$ cat config.mk
export PLATFORM = sky130hd
export DESIGN_NAME = sram_bist_sequencer
export DESIGN_NICKNAME = d
export VERILOG_FILES = /design/src/rtl/sram_bist_sequencer.sv
export SDC_FILE = /design/constraint.sdc
export NUM_CORES = 1
export LEC_CHECK = 0
export CAP_MARGIN = 15
export CORE_UTILIZATION = 29
export CTS_CLUSTER_DIAMETER = 100
export DETAILED_ROUTE_END_ITERATION = 7
export PLACE_DENSITY_LB_ADDON = 0.1
export RECOVER_POWER = 100
export SLEW_MARGIN = 20
export SYNTH_ARGS = -nofsm -noshare
export SYNTH_HDL_FRONTEND = slang
export SYNTH_SLANG_ARGS = --single-unit
$ cat constraint.sdc
create_clock -name clk -period 31.7 [get_ports clk]
set_clock_uncertainty 0.2 [all_clocks]
set_input_delay 6.34 -clock clk [delete_from_list [all_inputs] [get_ports clk]]
set_output_delay 6.34 -clock clk [all_outputs]
set_load 0.05 [all_outputs]
$ cat src/rtl/sram_bist_sequencer.sv
// RTAP-side master for the nibble-serial SRAM BIST debug bus: serializes one
// read/write request into the wrapper command stream and collects read nibbles.
`ifndef BIST_OP_WIDTH
`define BIST_OP_WIDTH 3
`endif
`ifndef SRAM_WRAPPER_BUS_WIDTH
`define SRAM_WRAPPER_BUS_WIDTH 8
`endif

module sram_bist_sequencer #(
    parameter int RSP_DELAY = 0
) (
    input  logic                               clk,
    input  logic                               rst,
    input  logic                               req_valid,
    output logic                               req_ready,
    input  logic                               req_write,
    input  logic [7:0]                         req_sram_id,
    input  logic [7:0]                         req_bsel,
    input  logic [15:0]                        req_addr,
    input  logic [191:0]                       req_wdata,
    output logic                               rsp_valid,
    input  logic                               rsp_ready,
    output logic                               rsp_write,
    output logic [255:0]                       rsp_rdata,
    output logic [`BIST_OP_WIDTH-1:0]          rtap_srams_bist_command,
    output logic [`SRAM_WRAPPER_BUS_WIDTH-1:0] rtap_srams_bist_data,
    input  logic [`SRAM_WRAPPER_BUS_WIDTH-1:0] srams_rtap_data
);
    localparam int OPW = `BIST_OP_WIDTH;
    localparam int DW  = `SRAM_WRAPPER_BUS_WIDTH;

    localparam logic [OPW-1:0] OP_NOP        = OPW'(0);
    localparam logic [OPW-1:0] OP_SHIFT_ID   = OPW'(1);
    localparam logic [OPW-1:0] OP_SHIFT_BSEL = OPW'(2);
    localparam logic [OPW-1:0] OP_SHIFT_ADDR = OPW'(3);
    localparam logic [OPW-1:0] OP_READ       = OPW'(4);
    localparam logic [OPW-1:0] OP_SHIFT_DATA = OPW'(5);

    typedef enum logic [3:0] {
        S_IDLE, S_ID, S_BSEL, S_ADDR, S_OP, S_RGAP,
        S_RSHIFT, S_RDRAIN, S_WDATA, S_WGAP, S_RESP
    } state_t;

    state_t         state, state_n;
    logic [6:0]     cnt, cnt_n;
    logic           wr_q;
    logic [7:0]     id_q, bsel_q, id_src;
    logic [15:0]    addr_q;
    logic [191:0]   wdata_q;
    logic [255:0]   rdata_q;
    logic [OPW-1:0] cmd_q, cmd_n;
    logic [DW-1:0]  data_q;
    logic [3:0]     nib_n;
    logic [5:0]     wsel;
    logic           accept;
    logic [2:0]     shf_q;
    logic [3:0]     shf_all;
    logic           cap_en;
    logic           unused_ok;

    assign accept    = req_valid && (state == S_IDLE);
    assign req_ready = (state == S_IDLE);
    assign rsp_valid = (state == S_RESP);
    assign rsp_write = wr_q;
    assign rsp_rdata = rdata_q;
    assign rtap_srams_bist_command = cmd_q;
    assign rtap_srams_bist_data    = data_q;
    assign unused_ok = ^srams_rtap_data[DW-1:4];

    // First ID nibble goes out the cycle after acceptance, before id_q is loaded.
    assign id_src = accept ? req_sram_id : id_q;

    // Marks RSHIFT cycles; delayed copies line capture up with the return pipe.
    assign shf_all = {shf_q, (state == S_RSHIFT)};
    assign cap_en  = shf_all[RSP_DELAY];

    always_comb begin
        state_n = state;
        cnt_n   = cnt;
        unique case (state)
            S_IDLE:   if (req_valid) begin state_n = S_ID; cnt_n = 7'd0; end
            S_ID:     if (cnt == 7'd1) begin state_n = S_BSEL; cnt_n = 7'd0; end
                      else cnt_n = cnt + 7'd1;
            S_BSEL:   if (cnt == 7'd1) begin state_n = S_ADDR; cnt_n = 7'd0; end
                      else cnt_n = cnt + 7'd1;
            S_ADDR:   if (cnt == 7'd3) begin
                          state_n = wr_q ? S_WDATA : S_OP;
                          cnt_n   = 7'd0;
                      end else cnt_n = cnt + 7'd1;
            S_OP:     state_n = S_RGAP;
            S_RGAP:   begin state_n = S_RSHIFT; cnt_n = 7'd0; end
            S_RSHIFT: if (cnt == 7'd63) begin
                          state_n = (RSP_DELAY == 0) ? S_RESP : S_RDRAIN;
                          cnt_n   = 7'd1;
                      end else cnt_n = cnt + 7'd1;
            S_RDRAIN: if (cnt == 7'(RSP_DELAY)) begin state_n = S_RESP; cnt_n = 7'd0; end
                      else cnt_n = cnt + 7'd1;
            S_WDATA:  if (cnt == 7'd47) begin state_n = S_WGAP; cnt_n = 7'd0; end
                      else cnt_n = cnt + 7'd1;
            S_WGAP:   if (cnt == 7'd1) begin state_n = S_RESP; cnt_n = 7'd0; end
                      else cnt_n = cnt + 7'd1;
            S_RESP:   if (rsp_ready) begin state_n = S_IDLE; cnt_n = 7'd0; end
            default:  begin state_n = S_IDLE; cnt_n = 7'd0; end
        endcase
    end

    // Bus values are derived from the next state so the registered outputs
    // line up with the state the sequencer is entering.
    always_comb begin
        cmd_n = OP_NOP;
        nib_n = 4'h0;
        wsel  = 6'd47 - cnt_n[5:0];
        case (state_n)
            S_ID:     begin cmd_n = OP_SHIFT_ID;   nib_n = cnt_n[0] ? id_src[3:0] : id_src[7:4]; end
            S_BSEL:   begin cmd_n = OP_SHIFT_BSEL; nib_n = cnt_n[0] ? bsel_q[3:0] : bsel_q[7:4]; end
            S_ADDR:   begin cmd_n = OP_SHIFT_ADDR; nib_n = addr_q[{~cnt_n[1:0], 2'b00} +: 4]; end
            S_OP:     cmd_n = OP_READ;
            S_RSHIFT: cmd_n = OP_SHIFT_DATA;
            S_WDATA:  begin cmd_n = OP_SHIFT_DATA; nib_n = wdata_q[{wsel, 2'b00} +: 4]; end
            default:  ;
        endcase
    end

    always_ff @(posedge clk or posedge rst) begin
        if (rst) begin
            state   <= S_IDLE;
            cnt     <= 7'd0;
            cmd_q   <= OP_NOP;
            data_q  <= '0;
            wr_q    <= 1'b0;
            id_q    <= 8'h0;
            bsel_q  <= 8'h0;
            addr_q  <= 16'h0;
            wdata_q <= '0;
            rdata_q <= '0;
            shf_q   <= 3'b0;
        end else begin
            state  <= state_n;
            cnt    <= cnt_n;
            cmd_q  <= cmd_n;
            data_q <= DW'(nib_n);
            shf_q  <= shf_all[2:0];
            if (accept) begin
                wr_q    <= req_write;
                id_q    <= req_sram_id;
                bsel_q  <= req_bsel;
                addr_q  <= req_addr;
                wdata_q <= req_wdata;
                rdata_q <= '0;
            end else if (cap_en) begin
                rdata_q <= {rdata_q[251:0], srams_rtap_data[3:0]};
            end
        end
    end
endmodule

==> summary.txt <==
Run status
  – Status: complete, but fails checks
  – Violated checks: capacitance limit, slew limit

Place
  – GPL Wtd Cong: 0.8200
  – I/O Buffers: 498
  – Setup WS pre-CTS: 20.77 ns
  – Placed cells: 3,887
  – Placed Area: 0.02749 mm2
  – Dpl hpwl: 47.24 mm

Layout
  – P&R area growth vs syn: 34.52%
  – Fillers: 7,598
  – Layout cells sized above 1: 4.167%
  – Fin nets: 3,219
  – Final Util: 39.39%
  – Area of the multi-input gates: 0.008538 mm2
  – Cell area after layout: 0.02933 mm2
  – Finished Layout Cells: 3,997
  – Register area: 0.01249 mm2

Critical path
  – Critical-path maximum fanout: 163
  – CP Data Required Time: 31.94 ns
  – RR Endpoint: rsp_rdata[7]$_DFFE_PP0P_
  – Type of destination of the critical path: register
  – CP startpoint kind: input port
  – RR Startpoint: state[2]$_DFF_PP0_
  – Worst path bufs/invs: 4
  – R2R cell count: 6
  – CP top delay family: buffers and inverters
  – Critical-path cell list: dlygate4sd3_1, and2_0, clkbuf_1, clkbuf_1, buf_4, a21oi_1
  – Reg2Reg Setup Slack: 18.01 ns
  – Max stage delay on crit path: 5.16 ns
  – CP dominant cell by count: clkbuf_1
  – Worst path arrival time: 18.84 ns
  – CP max stage cell: clkbuf_1
  – WS Path Type: input port to register

Logic synthesis
  – Post-Syn Area: 0.02180 mm2
  – Register area share after synthesis: 57.28%
  – Synth Register Bits: 499
  – Cell with the most instances after synthesis: nand2_1
  – Asr flop ratio synth: 100.0%
  – Post-synth EDFFs: 0
  – Syn Inst Count: 2,577
  – Yosys top cell by area: dfrtp_1
  – Top cells by count, synth: nand2_1 (1,321), dfrtp_1 (499), a21oi_1 (283), clkbuf_1 (141), mux2i_1 (45)
  – Post-synth top area share: 57.28%
  – Library cells used by synthesis: 66
  – Prevailing post-synth register cell: dfrtp_1
  – Synthesized area per cell: 8.460 um2
  – Yosys warns: 0
  – Synth area leaders: dfrtp_1 (57%), nand2_1 (23%), a21oi_1 (6.5%)

Floorplan
  – Die area: 0.07628 mm2
  – Core ar.: 0.07445 mm2
  – Ports: 507
  – Die width: 276.2 um
  – FP Rows: 100
  – Die height: 276.2 um
  – Initial Util: 29.28%

STA
  – Fmax: 53.75 MHz
  – Hold Slack: 0.2622 ns
  – Max_slew headroom: -382.8%
  – Final Max Slew Viols: 1,020
  – RSZ-0062 raised after global routing: false
  – Tightest Pin Transition: 7.243 ns
  – Setup TNS: 0 ns
  – Final setup viols: 0
  – Worst Slack Setup Final: 13.10 ns
  – Final worst path period need: 18.60 ns
  – Final Hold Fails: 0
  – Crit share post-route: 58.69%

Hold path
  – Worst hold stages: 2
  – Min-Delay Path Class: register to register
  – Hold endpoint: wdata_q[129]$_DFFE_PP0P_
  – Hold path startpoint: wdata_q[129]$_DFFE_PP0P_

Clocking
  – PostCTS Resize Cnt: 0
  – Number of buffers added for setup after CTS: 0
  – Clock root buffer: clkbuf_16
  – H-tree Lvls: 2
  – Clock Pin Slew Worst Setup and Hold Paths: 0.06 ns
  – Num CTS Buffers: 58
  – Clock Latency Late Sink: 0.60 ns
  – Max Buffers Root-to-Sink: 3
  – TritonCTS Sinks: 499
  – CTS tree: done
  – Hold buffers post-CTS: 0

Power
  – Pint: 1.804 mW
  – Peak VDD IR: 0.08157 mV
  – Combinational Power Share: 48.5%
  – Sw frac: 46.98%
  – Design Power: 3.403 mW
  – Sequential share of power: 31.9%
  – Clk pwr share: 19.6%
  – Leakage: 14.18 nW
  – Sw power: 1.599 mW
  – PD cells: 116.1 mW/mm2

Global routing
  – Largest net degree at the start of global routing: 229
  – Total grt overflow: 0
  – Tot GR Track Use: 18.47%
  – First-pass GRT wire length: 111.9 mm
  – Number of global-route vias before repair: 18,800
  – Initial antenna violation count: 6

Route
  – Drt pass-1 iters: 6
  – Remaining antenna violation count after routing: 0
  – Via Count: 18,840
  – Iteration-0 DRC Markers: 1,374
  – WL final: 71.63 mm
  – Wire per inst: 17.92 um
  – DR vias/cell: 4.713
  – DRC: 0

Flow run
  – Max_cap viols: 13
-- kinds of logic after synthesis --
kind of cell    after synthesis  share of synthesized area [%]
simple gates               1444                          26.08
flops                       499                          57.28
compound gates              380                          9.963
buf+inv                     196                          3.662
mux                          53                          2.789
fa+ha+maj                     3                         0.1722
other cells                   1                        0.01720
xor+xnor                      1                        0.04018
-- power groups by stage --
| stage | combinational (mW) | sequential, mW | clock [mW] |
|---|---|---|---|
| floorplan | 0.672 | 1.53 | 0 |
| CTS | 1.72 | 1.09 | 0.692 |
| finish | 1.65 | 1.09 | 0.667 |
| global placement | 1.70 | 1.09 | 0 |
| detailed placement | 1.71 | 1.10 | 0 |
| global route | 1.78 | 1.13 | 0.714 |
-- worst max-delay path by stage --
stage               startpoint                           endpoint  slack, ns  cells past startpoint
floorplan                  rst              addr_q[0]$_DFFE_PP0P_      11.23                      1
global placement     req_valid  rtap_srams_bist_data[0]$_DFF_PP0_      20.80                     12
detailed placement   req_valid  rtap_srams_bist_data[0]$_DFF_PP0_      20.77                     12
CTS                  req_valid  rtap_srams_bist_data[0]$_DFF_PP0_      21.38                     12
global route               rst            wdata_q[94]$_DFFE_PP0P_      10.80                      5
finish               req_valid           rsp_rdata[7]$_DFFE_PP0P_      13.10                      6
-- layer usage --
layer | wire (um) | GRT usage (%) | vias up
met2 | 34220 | 30.26 | 467
met5 | 24 | 0 | -
met1 | 31500 | 24.65 | 9126
li1 | - | - | 9131
met4 | 2072 | 5.701 | 4
met3 | 3800 | 3.498 | 108
-- worst reg2reg max path, stage by stage (launching register included) --
cell and delay (ns):
dfrtp_1 0.58, nor4_1 0.91, and2_0 2.67, clkbuf_1 2.26, clkbuf_1 5.22, buf_4 1.54
a21oi_1 0.16
-- final cells by class --
cell class / count / share of cell area [%]
Antenna cell: 4 / 0.03413
Clock buffer: 90 / 6.157
Clock inverter: 15 / 0.3627
Inverter: 16 / 0.2091
Multi-Input combinational cell: 1885 / 29.12
Sequential cell: 499 / 42.58
Tap cell: 969 / 4.134
Timing Repair Buffer: 519 / 17.41
-- cells in the final DEF, fill, tap and decap left out, types with 16 or more instances in the layout --
cell type	synthesis	layout
clkdlybuf4s50_1	0	229
a21oi_1	283	283
clkbuf_8	0	17
nand2_1	1321	1320
nor2_1	16	16
mux2i_1	45	45
dfrtp_1	499	499
dlygate4sd3_1	0	269
nand3_1	36	36
clkbuf_16	0	61
clkbuf_1	141	22
o21ai_0	20	20
and3_1	19	18
-- registers in the layout (all words and copies together), names as in the netlist --
signal,count
wdata_q,192
rsp_write,1
cnt,7
bsel_q,8
rtap_srams_bist_command,3
addr_q,16
rsp_rdata,256
rtap_srams_bist_data,4
state,4
id_q,8
Note: power is estimated with default switching activity, not from simulation.
